--- src/rtl/spi_reg_bridge.sv ---
// -----------------------------------------------------------------------------
// spi_reg_bridge
//
// Purpose:
//   SPI (mode 0) slave that turns serial transactions into single-cycle
//   register-bus strobes. Every transfer starts with a command byte, sent
//   MSB first. Bit 7 of the command selects write (1) or read (0), and the
//   low ADDR_W bits give the register address. One DATA_W-bit data word
//   follows. On a write the word is shifted in from MOSI and reg_wr pulses.
//   On a read reg_rd pulses, the returned reg_rdata is loaded into a
//   transmit shifter, and that shifter is driven MSB first on MISO.
//   All three SPI inputs are asynchronous. They are synchronized into clk,
//   and SCLK edges are recovered from the synchronized copy, so SCLK must
//   run at clk/6 or slower.
//
// Configuration macro:
//   SPI_REG_BRIDGE_BURST_EN
//     Defined     : the bridge stays in DATA after each word. Each word
//                   completed advances reg_addr by one, wrapping modulo
//                   2^ADDR_W. Writes keep issuing reg_wr. Reads prefetch
//                   the next word with reg_rd on the last falling SCLK edge
//                   of the current word.
//     Undefined   : after one data word the bridge parks in SKIP until
//                   chip select is released.
//
// Parameters:
//   ADDR_W      register address width (1..7)
//   DATA_W      register data width (8, 16 or 32)
//   SYNC_STAGES synchronizer depth for the SPI inputs (>= 2)
//
// Ports:
//   clk          system clock; all state changes on its rising edge
//   rst          asynchronous active-high reset
//   spi_cs_n     raw chip select, active low
//   spi_clk      raw SPI clock (mode 0)
//   spi_mosi     raw serial data in
//   spi_miso     serial data out (0 whenever not driven)
//   spi_miso_oe  MISO drive enable
//   reg_addr     register address
//   reg_wdata    register write data
//   reg_wr       one-cycle write strobe
//   reg_rd       one-cycle read request
//   reg_rdata    read data, valid the cycle after reg_rd
// -----------------------------------------------------------------------------
module spi_reg_bridge #(
    parameter int ADDR_W      = 4,
    parameter int DATA_W      = 8,
    parameter int SYNC_STAGES = 2
) (
    input  logic              clk,
    input  logic              rst,
    input  logic              spi_cs_n,
    input  logic              spi_clk,
    input  logic              spi_mosi,
    output logic              spi_miso,
    output logic              spi_miso_oe,
    output logic [ADDR_W-1:0] reg_addr,
    output logic [DATA_W-1:0] reg_wdata,
    output logic              reg_wr,
    output logic              reg_rd,
    input  logic [DATA_W-1:0] reg_rdata
);

    localparam int CNT_W = $clog2(DATA_W);

    localparam logic [1:0] S_IDLE = 2'd0;
    localparam logic [1:0] S_CMD  = 2'd1;
    localparam logic [1:0] S_DATA = 2'd2;
    localparam logic [1:0] S_SKIP = 2'd3;

    localparam logic [CNT_W-1:0] CMD_LAST  = CNT_W'(7);
    localparam logic [CNT_W-1:0] DATA_LAST = CNT_W'(DATA_W - 1);

    // ------------------------------------------------------------------
    // Input synchronizers. Index 0 is the first flop and
    // SYNC_STAGES-1 is the output. The reset value is 0, so the
    // synchronized chip select reads "low" straight after reset. A
    // falling edge can then only be seen after the pin has been high,
    // which means a transfer already in progress at reset release is
    // ignored.
    // ------------------------------------------------------------------
    logic [SYNC_STAGES-1:0] r_cs_sync;
    logic [SYNC_STAGES-1:0] r_sclk_sync;
    logic [SYNC_STAGES-1:0] r_mosi_sync;

    always_ff @(posedge clk or posedge rst) begin
        if (rst) begin
            r_cs_sync   <= '0;
            r_sclk_sync <= '0;
            r_mosi_sync <= '0;
        end else begin
            r_cs_sync   <= {r_cs_sync[SYNC_STAGES-2:0],   spi_cs_n};
            r_sclk_sync <= {r_sclk_sync[SYNC_STAGES-2:0], spi_clk};
            r_mosi_sync <= {r_mosi_sync[SYNC_STAGES-2:0], spi_mosi};
        end
    end

    logic w_cs;
    logic w_sclk;
    logic w_mosi;

    assign w_cs   = r_cs_sync[SYNC_STAGES-1];
    assign w_sclk = r_sclk_sync[SYNC_STAGES-1];
    assign w_mosi = r_mosi_sync[SYNC_STAGES-1];

    // ------------------------------------------------------------------
    // Edge detection on the synchronized signals
    // ------------------------------------------------------------------
    logic r_cs_prev;
    logic r_sclk_prev;

    always_ff @(posedge clk or posedge rst) begin
        if (rst) begin
            r_cs_prev   <= 1'b0;
            r_sclk_prev <= 1'b0;
        end else begin
            r_cs_prev   <= w_cs;
            r_sclk_prev <= w_sclk;
        end
    end

    logic w_cs_fall;
    logic w_cs_rise;
    logic w_sclk_rise;
    logic w_sclk_fall;

    assign w_cs_fall   =  r_cs_prev & ~w_cs;
    assign w_cs_rise   = ~r_cs_prev &  w_cs;
    // SCLK activity only counts while the device is selected
    assign w_sclk_rise = ~r_sclk_prev &  w_sclk & ~w_cs;
    assign w_sclk_fall =  r_sclk_prev & ~w_sclk & ~w_cs;

    // ------------------------------------------------------------------
    // Datapath and FSM registers
    // ------------------------------------------------------------------
    logic [1:0]        r_state;
    logic [CNT_W-1:0]  r_bit_cnt;
    logic [6:0]        r_cmd;        // first seven command bits
    logic [DATA_W-2:0] r_rx;         // write word, all but the final bit
    logic [DATA_W-1:0] r_tx;         // read word being shifted out
    logic              r_is_read;
    logic              r_half;       // a data rising edge has been seen;
                                     // the next falling edge shifts
    logic              r_load;       // reg_rdata is valid this cycle
    logic [ADDR_W-1:0] r_reg_addr;
    logic [DATA_W-1:0] r_reg_wdata;
    logic              r_reg_wr;
    logic              r_reg_rd;
`ifdef SPI_REG_BRIDGE_BURST_EN
    logic              r_addr_inc;   // advance address after a burst write
`endif

    // The address is taken from the current command bits plus the bit
    // arriving now, so it is ready on the 8th rising edge.
    logic [ADDR_W-1:0] w_cmd_addr;
    logic              w_cmd_write;

    generate
        if (ADDR_W == 1) begin : g_addr_one
            assign w_cmd_addr = w_mosi;
        end else begin : g_addr_multi
            assign w_cmd_addr = {r_cmd[ADDR_W-2:0], w_mosi};
        end
    endgenerate

    assign w_cmd_write = r_cmd[6];

    always_ff @(posedge clk or posedge rst) begin
        if (rst) begin
            r_state     <= S_IDLE;
            r_bit_cnt   <= '0;
            r_cmd       <= '0;
            r_rx        <= '0;
            r_tx        <= '0;
            r_is_read   <= 1'b0;
            r_half      <= 1'b0;
            r_load      <= 1'b0;
            r_reg_addr  <= '0;
            r_reg_wdata <= '0;
            r_reg_wr    <= 1'b0;
            r_reg_rd    <= 1'b0;
`ifdef SPI_REG_BRIDGE_BURST_EN
            r_addr_inc  <= 1'b0;
`endif
        end else begin
            r_reg_wr <= 1'b0;
            r_reg_rd <= 1'b0;
            r_load   <= r_reg_rd;
`ifdef SPI_REG_BRIDGE_BURST_EN
            r_addr_inc <= 1'b0;
            if (r_addr_inc) begin
                r_reg_addr <= r_reg_addr + ADDR_W'(1);
            end
`endif

            case (r_state)
                S_IDLE: begin
                    if (w_cs_fall) begin
                        r_state   <= S_CMD;
                        r_bit_cnt <= '0;
                        r_cmd     <= '0;
                        r_rx      <= '0;
                        r_tx      <= '0;
                        r_is_read <= 1'b0;
                        r_half    <= 1'b0;
                    end
                end

                S_CMD: begin
                    if (w_cs_rise) begin
                        // A partial command byte is dropped silently
                        r_state <= S_IDLE;
                    end else if (w_sclk_rise) begin
                        r_cmd <= {r_cmd[5:0], w_mosi};
                        if (r_bit_cnt == CMD_LAST) begin
                            r_reg_addr <= w_cmd_addr;
                            r_is_read  <= ~w_cmd_write;
                            r_reg_rd   <= ~w_cmd_write;
                            r_bit_cnt  <= '0;
                            r_half     <= 1'b0;
                            r_state    <= S_DATA;
                        end else begin
                            r_bit_cnt <= r_bit_cnt + CNT_W'(1);
                        end
                    end
                end

                S_DATA: begin
                    if (w_cs_rise) begin
                        // A partial word is dropped; no strobe is issued
                        r_state <= S_IDLE;
                    end else if (r_is_read) begin
                        // The falling edge that ends the command byte
                        // arrives before any data rising edge. r_half
                        // keeps that edge from shifting the word.
                        if (w_sclk_rise) begin
                            r_half <= 1'b1;
                        end else if (w_sclk_fall && r_half) begin
                            r_half <= 1'b0;
                            r_tx   <= {r_tx[DATA_W-2:0], 1'b0};
                            if (r_bit_cnt == DATA_LAST) begin
                                r_bit_cnt <= '0;
`ifdef SPI_REG_BRIDGE_BURST_EN
                                r_reg_addr <= r_reg_addr + ADDR_W'(1);
                                r_reg_rd   <= 1'b1;
`else
                                r_state <= S_SKIP;
`endif
                            end else begin
                                r_bit_cnt <= r_bit_cnt + CNT_W'(1);
                            end
                        end
                    end else if (w_sclk_rise) begin
                        r_rx <= {r_rx[DATA_W-3:0], w_mosi};
                        if (r_bit_cnt == DATA_LAST) begin
                            r_reg_wdata <= {r_rx, w_mosi};
                            r_reg_wr    <= 1'b1;
                            r_bit_cnt   <= '0;
`ifdef SPI_REG_BRIDGE_BURST_EN
                            r_addr_inc <= 1'b1;
`else
                            r_state <= S_SKIP;
`endif
                        end else begin
                            r_bit_cnt <= r_bit_cnt + CNT_W'(1);
                        end
                    end
                end

                S_SKIP: begin
                    if (w_cs_rise) begin
                        r_state <= S_IDLE;
                    end
                end

                default: r_state <= S_IDLE;
            endcase

            // The read word is captured one cycle after reg_rd. It takes
            // priority over any shift, because the old word has been
            // fully sent by then.
            if (r_load && (r_state == S_DATA) && r_is_read && !w_cs_rise) begin
                r_tx <= reg_rdata;
            end
        end
    end

    // ------------------------------------------------------------------
    // Outputs
    // ------------------------------------------------------------------
    logic w_oe;

    assign w_oe        = (r_state == S_DATA) && r_is_read && !w_cs;
    assign spi_miso_oe = w_oe;
    assign spi_miso    = w_oe & r_tx[DATA_W-1];
    assign reg_addr    = r_reg_addr;
    assign reg_wdata   = r_reg_wdata;
    assign reg_wr      = r_reg_wr;
    assign reg_rd      = r_reg_rd;

endmodule

--- config.mk ---
export PLATFORM = sky130hd
export DESIGN_NAME = spi_reg_bridge
export DESIGN_NICKNAME = d
export VERILOG_FILES = /design/src/rtl/spi_reg_bridge.sv
export SDC_FILE = /design/constraint.sdc
export NUM_CORES = 1
export LEC_CHECK = 0
export CORE_MARGIN = 4
export CORE_UTILIZATION = 35
export DETAILED_ROUTE_END_ITERATION = 8
export GPL_TIMING_DRIVEN = 1
export HOLD_SLACK_MARGIN = 0.06
export MAX_ROUTING_LAYER = met4
export SYNTH_ARGS = -nofsm -noshare
export SYNTH_HDL_FRONTEND = slang
export SYNTH_SLANG_ARGS = --single-unit
--- constraint.sdc ---
create_clock -name clk -period 5.38 [get_ports clk]
set_clock_uncertainty 0.15 [all_clocks]
set_input_delay 0.807 -clock clk [delete_from_list [all_inputs] [get_ports clk]]
set_output_delay 0.807 -clock clk [all_outputs]
set_load 0.005 [all_outputs]
Word-level counts from Yosys, hierarchy flattened
Cells that the tools add are included.

storage, ports and cells
  register bits = 52
  bits in latches = 0
  bits in writable memories = 0
  ROM bits = 0
  logic and storage cells = 138
  memories kept = 0

operators by class
  add/sub/neg operators = 1
  $mul = 0
  div/mod/pow operators = 0
  $lt $le $gt $ge = 0
  equal/unequal tests = 26
  shift-type cells = 0
  muxes and demuxes = 58
  bitwise gates (word level) = 14
  reduce and logical (&&, ||, !) cells = 22

operator list
  kind                                           number
  2-to-1 mux 8 bit                               6
  2-to-1 mux 7 bit                               6
  inequality test 3 bit (second input constant)  10
  case mux 7 bit (2 select lines)                2
  2-to-1 mux 3 bit                               8
  2-to-1 mux 2 bit                               11
  2-to-1 mux 1 bit                               20
  inequality test 2 bit (second input constant)  9
  case mux 8 bit (2 select lines)                1
  AND reduction 5 bit                            3
  inequality test 4 bit (second input constant)  3
  AND reduction 6 bit                            2
  case mux 3 bit (3 select lines)                1
  case mux 2 bit (4 select lines)                1
  AND reduction 4 bit                            2
  AND reduction 8 bit                            1
  bitwise AND 1 bit                              7
  inverter 1 bit                                 7
  AND reduction 7 bit                            1
  logical AND 1 bit                              6
  nonzero test 3 bit                             2
  equality test 2 bit (second input constant)    2
  nonzero test 2 bit                             2
  adder 3 x 1 -> 3 bit (second input constant)   1
  6 further kinds                                7

Depth between registers and ports, before layout
Gate-level depths: netlist (run 1).

  word-level depth = 10
  depth in mapped cells = 9
  gate-level depth less buffers = 7

Worst setup path after synthesis (run 1)
OpenSTA, ideal clock, no wires.

  path kind = reg2reg
  from = reg r_state[0]
  to = reg r_reg_wdata[0] (netlist: reg_wdata[0])
  arrival time = 1.803 ns
  slack = 3.302 ns
  cell stages (with the launch flop) = 8
  path buffers = 2
  period minus slack after synthesis = 2.078 ns
  cell sequence = dfrtp_1 > inv_1 > ha_1 > buf_6 > inv_4 > or4_1 > buf_6 > mux2_4

on the way
  word-level cells in the longest chain between the ends = 2

RTL lines
  what                           line  RTL
  start: declaration             136   logic [1:0] r_state;
  start signal: assignment       170   r_state <= S_IDLE;
  start signal: assignment       199   r_state <= S_CMD;
  start signal: assignment       212   r_state <= S_IDLE;
  equality test 2 bit            196   case (r_state)
  AND reduction 5 bit (no line)  --
  end signal: assignment         256   r_reg_wdata <= {r_rx, w_mosi};
  end: declaration               146   logic [DATA_W-1:0] r_reg_wdata;

Every way passes these cells.
A chain may end at the register's enable or synchronous reset.

Worst setup path after layout (run 1)
  from = reg r_state[0]
  to = out spi_miso

on the way
  word-level cells in the longest chain between the ends = 4

RTL lines
  what                             line  RTL
  equality test 2 bit              293   assign w_oe = (r_state == S_DATA) && r_is_read && !w_cs;
  logical AND 1 bit (2 in series)  293
  bitwise AND 1 bit                295   assign spi_miso = w_oe & r_tx[DATA_W-1];
  end: declaration                 55    output logic spi_miso,

Every way passes these cells.

==> impl_results.md, run 1 <==
- Unique masters post-synth: 44
- Layout area overhead: 17.6%
- DR vias: 1711
- Most frequent cells in the layout: dfrtp_1 (52), o21ai_0 (30), clkdlybuf4s50_1 (28), nand2_1 (24), inv_1 (19)
- Slew @ Worst Pin: 1.06 ns
- #FFs+latches synth: 52
- DIE WIDTH: 92.0 um
- Antenna cells: 0
- Clock Tree Root: clkbuf_8
- Post-CTS resize count: 0
- Simple-Gate Fraction of Synth Area: 14.0%
- Outcome: finished clean
- Largest family of logic cells by synthesized area: compound AO/OA/AOI/OAI gates
- Detail Route Antenna Nets: 0
- Final wirelength: 4.57 mm
- Tcrit/Tclk final: 65.7%
- Sink Count: 52
- Initial antenna violation count: 0
- H-tree Lvls: 2
- Final hold violation count: 0
- Max clock buf depth: 2
- Drt first-iter violations: 123
- Initial Utilization: 36.1%
- Total global routing overflow: 0
- Total GRT Usage: 12.0%
- PortBufs: 28
- Residual DRC: 0
- Setup tns final: 0 ns
- Pwr dens: 333 mW/mm2
- Core area: 0.00683 mm2
- Commonest non-fill, non-tap cell in the layout: dfrtp_1
- Crit path cell chain: inv_1, ha_1, nand2_1, nor2_1, and2_1, clkdlybuf4s50_1
- Crit path max fanout: 20
- Setup crit start: r_state[0]$_DFFE_PP0P_
- Slowest stage delay, CP: 0.65 ns
- Mux cell area share after synthesis: 8.52%
- Gate Count Post-Synth: 232
- TritonCTS Buffers: 5
- Worst-Skew Late Latency: 0.31 ns
- DP Wirelength: 3.15 mm
- Setup CP Type: reg2out
- Post-CTS Hold Buffers: 0
- Post-CTS setup buffer count: 0
- Syn_nets: 251
- Pin count of the biggest net entering global routing: 53
- Crit end category: output port
- Syn_area_per_cell: 10.6 um2
- Final worst path period need: 3.53 ns
- CTS tree: done
- XOR/XNOR Fraction of Synth Area: 0%
- Critical R2R Launch: r_state[0]$_DFFE_PP0P_
- Mapped Area: 0.00247 mm2
- Vias in the first global route: 1704
- Worst EP required: 4.42 ns
- Maxcap violations: 0
- Hold_sp: r_sclk_sync[0]$_DFF_PP0_
- Compound-Gate Fraction of Synth Area: 15.1%
- Rows: 30
- Startpoint Class: flip-flop
- Clk pin slew, worst setup/hold paths: 0.09 ns
- Via density: 4.86
- First-pass GRT wire length: 8.04 mm
- Synthesis Warnings: 0
- Data arrival time of the critical path: 2.58 ns
- GPL Wtd Cong: 0.912
- CP max-delay cell: ha_1
- Peak Freq: 283 MHz
- Adder-cell share of the synthesized area: 3.04%
- Worst Hold Class: reg2reg
- Pins over their slew limit: 0
- Worst slew margin: 29.2%
- Setup violators final: 0
- Nets: 274
- Full die area: 0.00846 mm2
- Setup slack after layout: 1.85 ns
- Ratio of cells with drive above 1 in the final layout: 11.7%
- Wire per inst: 13.0 um
- Worst slack at placement: 2.15 ns
- Post-synthesis sequential area ratio: 52.7%
- Crit path buffers/inverters: 2
- RSZ-0062 raised after global routing: false
- First-pass iteration count of the detailed router: 4
- IO Count: 29
- Die height: 92.0 um
- Leakage Power: 0.00128 uW
- IR drop worst, VDD: 0.130 mV
- CP delay by family, top: adder cells
[power by group]
group / leakage [uW] / internal, uW / total [uW] / switching, uW
Sequential: 0.000704 / 416 / 436 / 19.9
Clock: 0.0000548 / 140 / 270 / 130
Combinational: 0.000520 / 93.3 / 259 / 166
[path summary, 6_finish.rpt]
kind                                            endpoint  slack [ns]  cells past startpoint
worst max register to register    r_state[1]$_DFFE_PP0P_        2.59                      7
max in group asynchronous       r_sclk_sync[0]$_DFF_PP0_        3.50                      2
min in group asynchronous           r_cmd[2]$_DFFE_PP0P_        0.91                      2
worst min register to register  r_sclk_sync[1]$_DFF_PP0_        0.21                      0
worst min-delay path            r_sclk_sync[1]$_DFF_PP0_        0.21                      0
worst max-delay path                            spi_miso        1.85                      6
[per-stage QoR]
stage               instance area [um2]  std cells  hold WS, ns  power [uW]  util [%]
floorplan                          2470        232        0.181         655         -
global placement                   2790        344        0.182         700      40.8
detailed placement                 2790        344        0.191         701      40.8
CTS                                2900        352        0.213         975      42.5
global route                       2900        352        0.218        1030      42.5
finish                             2900        352        0.208         966      42.5
[sequential cells by signal, summed over array words and instances, names as in the netlist, 2 cells and up]
signal / flops
r_cmd: 7
r_tx: 8
r_sclk_sync: 2
r_cs_sync: 2
r_state: 2
r_mosi_sync: 2
r_bit_cnt: 3
reg_wdata: 8
reg_addr: 4
r_rx: 7
[metal layers]
| layer | GRT usage [%] | wire (um) |
|---|---|---|
| met1 | 14.9 | 2070 |
| met2 | 18.7 | 2190 |
| met3 | 3.12 | 269 |
| met4 | 4.83 | 36 |
| met5 | - | 0 |
[cells in the mapped netlist (all sizes together)]
cell / n / area share [%]
nand2b: 2 / 0.51
a211oi: 1 / 0.30
dfrtp: 52 / 53
o31ai: 2 / 0.61
o21a: 2 / 0.61
or3b: 1 / 0.46
or3: 1 / 0.25
a21o: 2 / 0.61
nor3b: 1 / 0.51
a311oi: 1 / 0.36
nor2b: 4 / 1.0
nand2: 24 / 3.7
buf: 11 / 3.1
a32o: 1 / 0.41
ha: 6 / 3.0
a31oi: 1 / 0.25
or4: 1 / 0.30
nor2: 8 / 1.2
a2111oi: 1 / 1.1
o22ai: 2 / 0.51
o311ai: 1 / 0.36
o21bai: 1 / 0.30
mux2: 16 / 8.5
inv: 21 / 3.3
a21boi: 3 / 0.91
a22o: 3 / 1.1
clkbuf: 1 / 0.15
a21oi: 3 / 0.61
or2: 1 / 0.25
nor4b: 1 / 0.36
nor3: 2 / 0.41
and2: 2 / 0.51
nand3: 16 / 3.2
o211ai: 2 / 0.61
a32oi: 1 / 0.36
nand3b: 3 / 0.91
nand4bb: 1 / 0.46
o21ai: 30 / 6.1
[cell families (layout without fill, tap and decap cells)]
kind of cell | Yosys count | in the layout
buffers and inverters | 33 | 57
AO/OA/AOI/OAI | 57 | 57
flip-flops | 52 | 52
adder cells (fa/ha/maj) | 6 | 6
multiplexers | 16 | 16
AND/OR/NAND/NOR | 68 | 68
[cell type report]
cell class              instances  area (um2)
clock buffers                   5        68.8
clock inverters                 3        46.3
fillers                       673        3930
inverters                      21        81.3
multi-input cells             147        1000
flip-flops and latches         52        1300
well taps                      96         120
repair buffers                 28         280
No activity file was read; power rests on OpenSTA's default activity.
==> run 2: changes to the inputs <==
==> constraint.sdc (replaced) <==
create_clock -name clk -period 3.13 [get_ports clk]
set_clock_uncertainty 0.15 [all_clocks]
set_input_delay 0.4695 -clock clk [delete_from_list [all_inputs] [get_ports clk]]
set_output_delay 0.4695 -clock clk [all_outputs]
set_load 0.005 [all_outputs]
==> run 2 against run 1 <==
Sequential power up 72%. Power up 88%. Highest routed layer unchanged. Critical path type unchanged. Combinational power up 77%.
==> impl_results.md, run 2 (synthesized netlist as in run 1, its figures left out) <==
- Clock Tree Root: clkbuf_8
- Most frequent cells in the layout: dfrtp_1 (52), o21ai_0 (30), clkdlybuf4s50_1 (28), nand2_1 (24), inv_1 (19)
- Residual DRC: 0 (unchanged)
- Vias in the first global route: 1629 (-4.4%)
- Worst EP required: 2.51 ns (-1.91 ns)
- CTS tree: done
- PortBufs: 28 (unchanged)
- Initial antenna violation count: 0 (unchanged)
- Core area: 0.00683 mm2 (unchanged)
- Pwr dens: 611 mW/mm2 (+83%)
- Worst slew margin: 57.4% (+28 points)
- Peak Freq: 358 MHz
- Die height: 92.0 um (unchanged)
- Core Util, Final: 43.6% (+1.1 points)
- Total GRT Usage: 11.5% (-0.49 points)
- Worst slack at placement: 0.456 ns (-1.70 ns)
- DP Wirelength: 3.25 mm (+3.2%)
- Layout area overhead: 20.7%
- Via density: 4.79 (-1.4%)
- Worst-Skew Late Latency: 0.29 ns (-0.02 ns)
- Post-CTS Hold Buffers: 0 (unchanged)
- Total global routing overflow: 0 (unchanged)
- Setup CP Type: reg2out
- Rows: 30 (unchanged)
- Crit path max fanout: 13 (-35%)
- First-pass GRT wire length: 7.86 mm (-2.2%)
- Final design area excluding fillers: 0.00298 mm2 (+2.6%)
- GPL Wtd Cong: 0.879 (-3.5%)
- Placement-stage cell area: 0.00282 mm2 (+1.1%)
- Commonest non-fill, non-tap cell in the layout: dfrtp_1
- Wire per inst: 12.6 um (-3.0%)
- RSZ-0062 raised after global routing: false
- Initial Utilization: 36.1% (unchanged)
- Antenna cells: 0 (unchanged)
- Ratio of cells with drive above 1 in the final layout: 13.5% (+1.7 points)
- H-tree Lvls: 2 (unchanged)
- Minimum hold slack: 0.203 ns (-0.00473 ns)
- Final worst path period need: 2.79 ns
- Maxcap violations: 0 (unchanged)
- Crit end category: output port
- Final wirelength: 4.48 mm (-1.9%)
- TritonCTS Buffers: 5 (unchanged)
- Final hold violation count: 0 (unchanged)
- Sink Count: 52 (unchanged)
- Leakage Power: 0.00132 uW (+3.3%)
- Setup slack after layout: 0.338 ns (-1.51 ns)
- Drt first-iter violations: 208 (+69%)
- Full die area: 0.00846 mm2 (unchanged)
- Max clock buf depth: 2 (unchanged)
- Setup violators final: 0 (unchanged)
- Data arrival time of the critical path: 2.17 ns (-0.41 ns)
- Worst Hold Class: reg2reg
- DIE WIDTH: 92.0 um (unchanged)
- Setup tns final: 0 ns (unchanged)
- Pins over their slew limit: 0 (unchanged)
- Slew @ Worst Pin: 0.639 ns (-0.423 ns)
- Tcrit/Tclk final: 89.2%
- IO Count: 29 (unchanged)
- Clk pin slew, worst setup/hold paths: 0.09 ns (about the same)
- Detail Route Antenna Nets: 0 (unchanged)
- DR vias: 1707 (-0.23%)
- Pin count of the biggest net entering global routing: 25 (-53%)
- Startpoint Class: flip-flop
- IR drop worst, VDD: 0.236 mV (+82%)
- Outcome: finished clean
- Nets: 278 (+1.5%)
- First-pass iteration count of the detailed router: 4 (unchanged)
==> run 2: cell count changes in the layout (fill, tap and decap cells not counted) <==
cell and delta:
ha_2 +1, clkinvlp_4 -1, buf_4 +4, ha_1 -1, inv_6 -1, bufinv_16 +2
==> run 2: worst paths after layout <==
| kind | cells past startpoint | end | startpoint | slack [ns] |
|---|---|---|---|---|
| setup / recovery | 6 | spi_miso | r_state[0]$_DFFE_PP0P_ | 0.34 |
| hold / removal | 0 | r_mosi_sync[1]$_DFF_PP0_ | r_mosi_sync[0]$_DFF_PP0_ | 0.20 |
| setup reg to reg | 5 | reg_wdata[0]$_DFFE_PP0P_ | r_state[0]$_DFFE_PP0P_ | 0.69 |
| hold reg to reg | 0 | r_mosi_sync[1]$_DFF_PP0_ | r_mosi_sync[0]$_DFF_PP0_ | 0.20 |
| max in group asynchronous | 3 | r_tx[0]$_DFFE_PP0P_ | rst | 2.03 |
| min in group asynchronous | 2 | reg_wdata[0]$_DFFE_PP0P_ | rst | 0.25 |
==> run 2: stage by stage <==
stage	power, uW	std cells
after floorplan	1130	232
after global placement	1220	348
after detailed placement	1220	348
after CTS	1840	356
after global routing	1940	356
final	1820	356
==> run 2: area by class of cell <==
cell class / count / area [um2]
clock inverters: 3 / 90.1
well taps: 96 / 120
repair buffers: 32 / 310
fillers: 671 / 3850
clock buffers: 5 / 68.8
flip-flops and latches: 52 / 1300
multi-input cells: 147 / 1010
inverters: 21 / 81.3
==> run 2: what timing repair did <==
action,CTS,global route
setup endpoints to repair,0,1
buffers inserted,0,0
resized for setup,0,1
hold endpoints to repair,0,0
==> run 2: routing by layer <==
layer | wire length, um | global-route usage [%]
met5 | 0 | -
met4 | 26 | 2.60
met3 | 186 | 2.79
met2 | 2040 | 17.0
met1 | 2230 | 16.1
==> run 2: power breakdown <==
| part | switching (uW) | internal [uW] | total [uW] | leakage (uW) |
|---|---|---|---|---|
| registers | 35.8 | 716 | 752 | 0.000704 |
| logic | 285 | 174 | 459 | 0.000538 |
| clock network | 209 | 399 | 608 | 0.0000784 |
| total | 529 | 1290 | 1820 | 0.00132 |
==> run 2: critical path, cell delays in order (launching register included) <==
cell,delay [ns]
dfrtp_1,0.42
inv_1,0.11
ha_2,0.37
nand2_1,0.17
nor2_1,0.17
and2_1,0.14
clkdlybuf4s50_1,0.49
==> run 3: changes to the inputs <==
--- a/config.mk
+++ b/config.mk
@@ -14,3 +14,4 @@
 export SYNTH_ARGS = -nofsm -noshare
 export SYNTH_HDL_FRONTEND = slang
 export SYNTH_SLANG_ARGS = --single-unit
+export TNS_END_PERCENT = 20
==> results of run 3 <==
No change in the layout: final DEF, timing and power equal those of run 2.
==> RTL change (settings of run 2) <==
Add a define of `SPI_REG_BRIDGE_BURST_EN`.
--- a/src/rtl/spi_reg_bridge.sv
+++ b/src/rtl/spi_reg_bridge.sv
@@ -42,6 +42,8 @@
 //   reg_rd       one-cycle read request
 //   reg_rdata    read data, valid the cycle after reg_rd
 // -----------------------------------------------------------------------------
+`define SPI_REG_BRIDGE_BURST_EN
+
 module spi_reg_bridge #(
     parameter int ADDR_W      = 4,
     parameter int DATA_W      = 8,
Check against the original RTL: same outputs for any inputs over 10 cycles, from zero or initial values and one cycle with rst high; that may be too few to reach the edited logic, so the function may still have changed.
==> RTL change against run 2 <==
Sequential share of layout area is 2.4 points lower. First-iteration DRC count fell by 22%. Count of clock-buffer cells in the layout up 1. Area after synthesis rose by 7.5%. Core utilization is 0.35 points lower. Final area grew 5.9%. Setup slack lost 0.031 ns. Maximum frequency decreased by 1.1%. Register-to-register slack worse by 0.05 ns. Total power down 0.16%. Global-route usage grew 2.5 points. Sequential cell count stayed put. Sequential power up 2%. Wire length is 22% higher. Highest routed layer unchanged.
==> RTL change: results (changes against run 2) <==
Area growth from synthesis to layout - 18.9%
Final WL - 5470 um (+22%)
Root buf cell - clkbuf_8
Post-synthesis sequential area ratio - 49.1% (-3.7 points)
Status - finished clean
DR WL/cell - 14.7 um (+17%)
Worst path slowest cell - clkdlybuf4s50_1
Initial antenna violation count - 0 (unchanged)
Async SR Flop Fraction - 100% (unchanged)
Layout cells sized above 1 - 11.7% (-1.7 points)
H-tree depth - 2 (unchanged)
Initial DRC count - 162 (-22%)
Distinct cells, synth - 48 (+9.1%)
All-Layer GR Usage - 14.0% (+2.5 points)
PortBufs - 28 (unchanged)
Global-route wire length before repair - 9760 um (+24%)
Most frequent cells after synthesis - dfrtp_1 (52), nand2_1 (32), inv_1 (21), mux2i_1 (17)
Pre-CTS setup slack - 0.645 ns (+0.189 ns)
IR drop worst, VDD - 0.000200 V (-15%)
Arr. time, crit path - 2.20 ns (+0.03 ns)
Synth Area per Inst - 10.9 um2 (+2.6%)
Final Wtd Congestion - 0.891 (+1.3%)
Syn nets - 264 (+5.2%)
Post-CTS sizing - 0 (unchanged)
Via count - 1889 (+11%)
Sw Ratio - 34.3% (+5.1 points)
Largest net degree at the start of global routing - 22 (-12%)
Worst-margin pin slew - 0.478 ns (-0.161 ns)
Post-placement cell count - 364 (+4.6%)
Worst skew pair latency - 0.31 ns (+0.02 ns)
Placed cell area - 3040 um2 (+8.0%)
CTS clk-pin slew, worst paths - 0.10 ns
Synth top area cells - dfrtp_1 (49%), mux2i_1 (6.4%), nand2_1 (4.5%)
Fillers - 737 (+9.8%)
Vias in the first global route - 2030 (+25%)
Diode count - 0 (unchanged)
Max FO, Critical Path - 9 (-4)
NumNets Final - 293 (+5.4%)
Leakage - 1.42 nW (+7.2%)
Min-Delay Path Class - reg2reg
Total CTS buffers - 5 (unchanged)
Detail Placement HPWL - 3970 um (+22%)
RTL change: path summary, 6_finish.rpt:
path	startpoint	end	slack (ns)	depth (start not counted)
max	r_state[0]	spi_miso	0.31	6
max reg2reg	r_state[0]	r_tx[5]	0.64	7
min reg2reg	r_mosi_sync[0]	r_mosi_sync[1]	0.21	0
max in group asynchronous	rst	r_tx[6]	1.91	3
min in group asynchronous	rst	reg_wdata[1]	0.32	2
min	r_mosi_sync[0]	r_mosi_sync[1]	0.21	0
RTL change: critical path: cells and delay by family, from the launching register on:
family,cells,cell delay [ns]
adder cells (fa/ha/maj),1,0.35
buffers and inverters,2,0.59
flip-flops,1,0.44
AND/OR/NAND/NOR,3,0.52
RTL change: area by class of cell:
type	instances	area share (%)
sequential	52	41.3
multi-input combinational	159	38.7
timing repair buffer	33	10.1
tap	99	3.93
inverter	21	2.50
clock buffer	6	2.30
clock inverter	2	1.23
RTL change: power groups by stage:
stage               logic [mW]  registers, mW  clock network [mW]
floorplan                0.436          0.765                   0
global placement         0.569          0.776                   0
detailed placement       0.574          0.778                   0
CTS                      0.578          0.765               0.488
global route             0.637          0.773               0.520
finish                   0.575          0.765               0.475
RTL change: kinds of logic after synthesis:
group / Yosys count / synth area share (%)
flops: 52 / 49.1
xor+xnor: 5 / 1.65
compound gates: 51 / 15.1
fa+ha+maj: 8 / 3.77
simple gates: 68 / 13.8
mux: 27 / 11.7
buf+inv: 32 / 4.95
RTL change: routing by layer:
layer	vias up	GRT usage, %	wire (um)
met5	-	-	0
met4	0	3.37	24
met3	5	3.24	286
met2	53	21.8	2480
met1	924	18.7	2680
li1	907	-	-
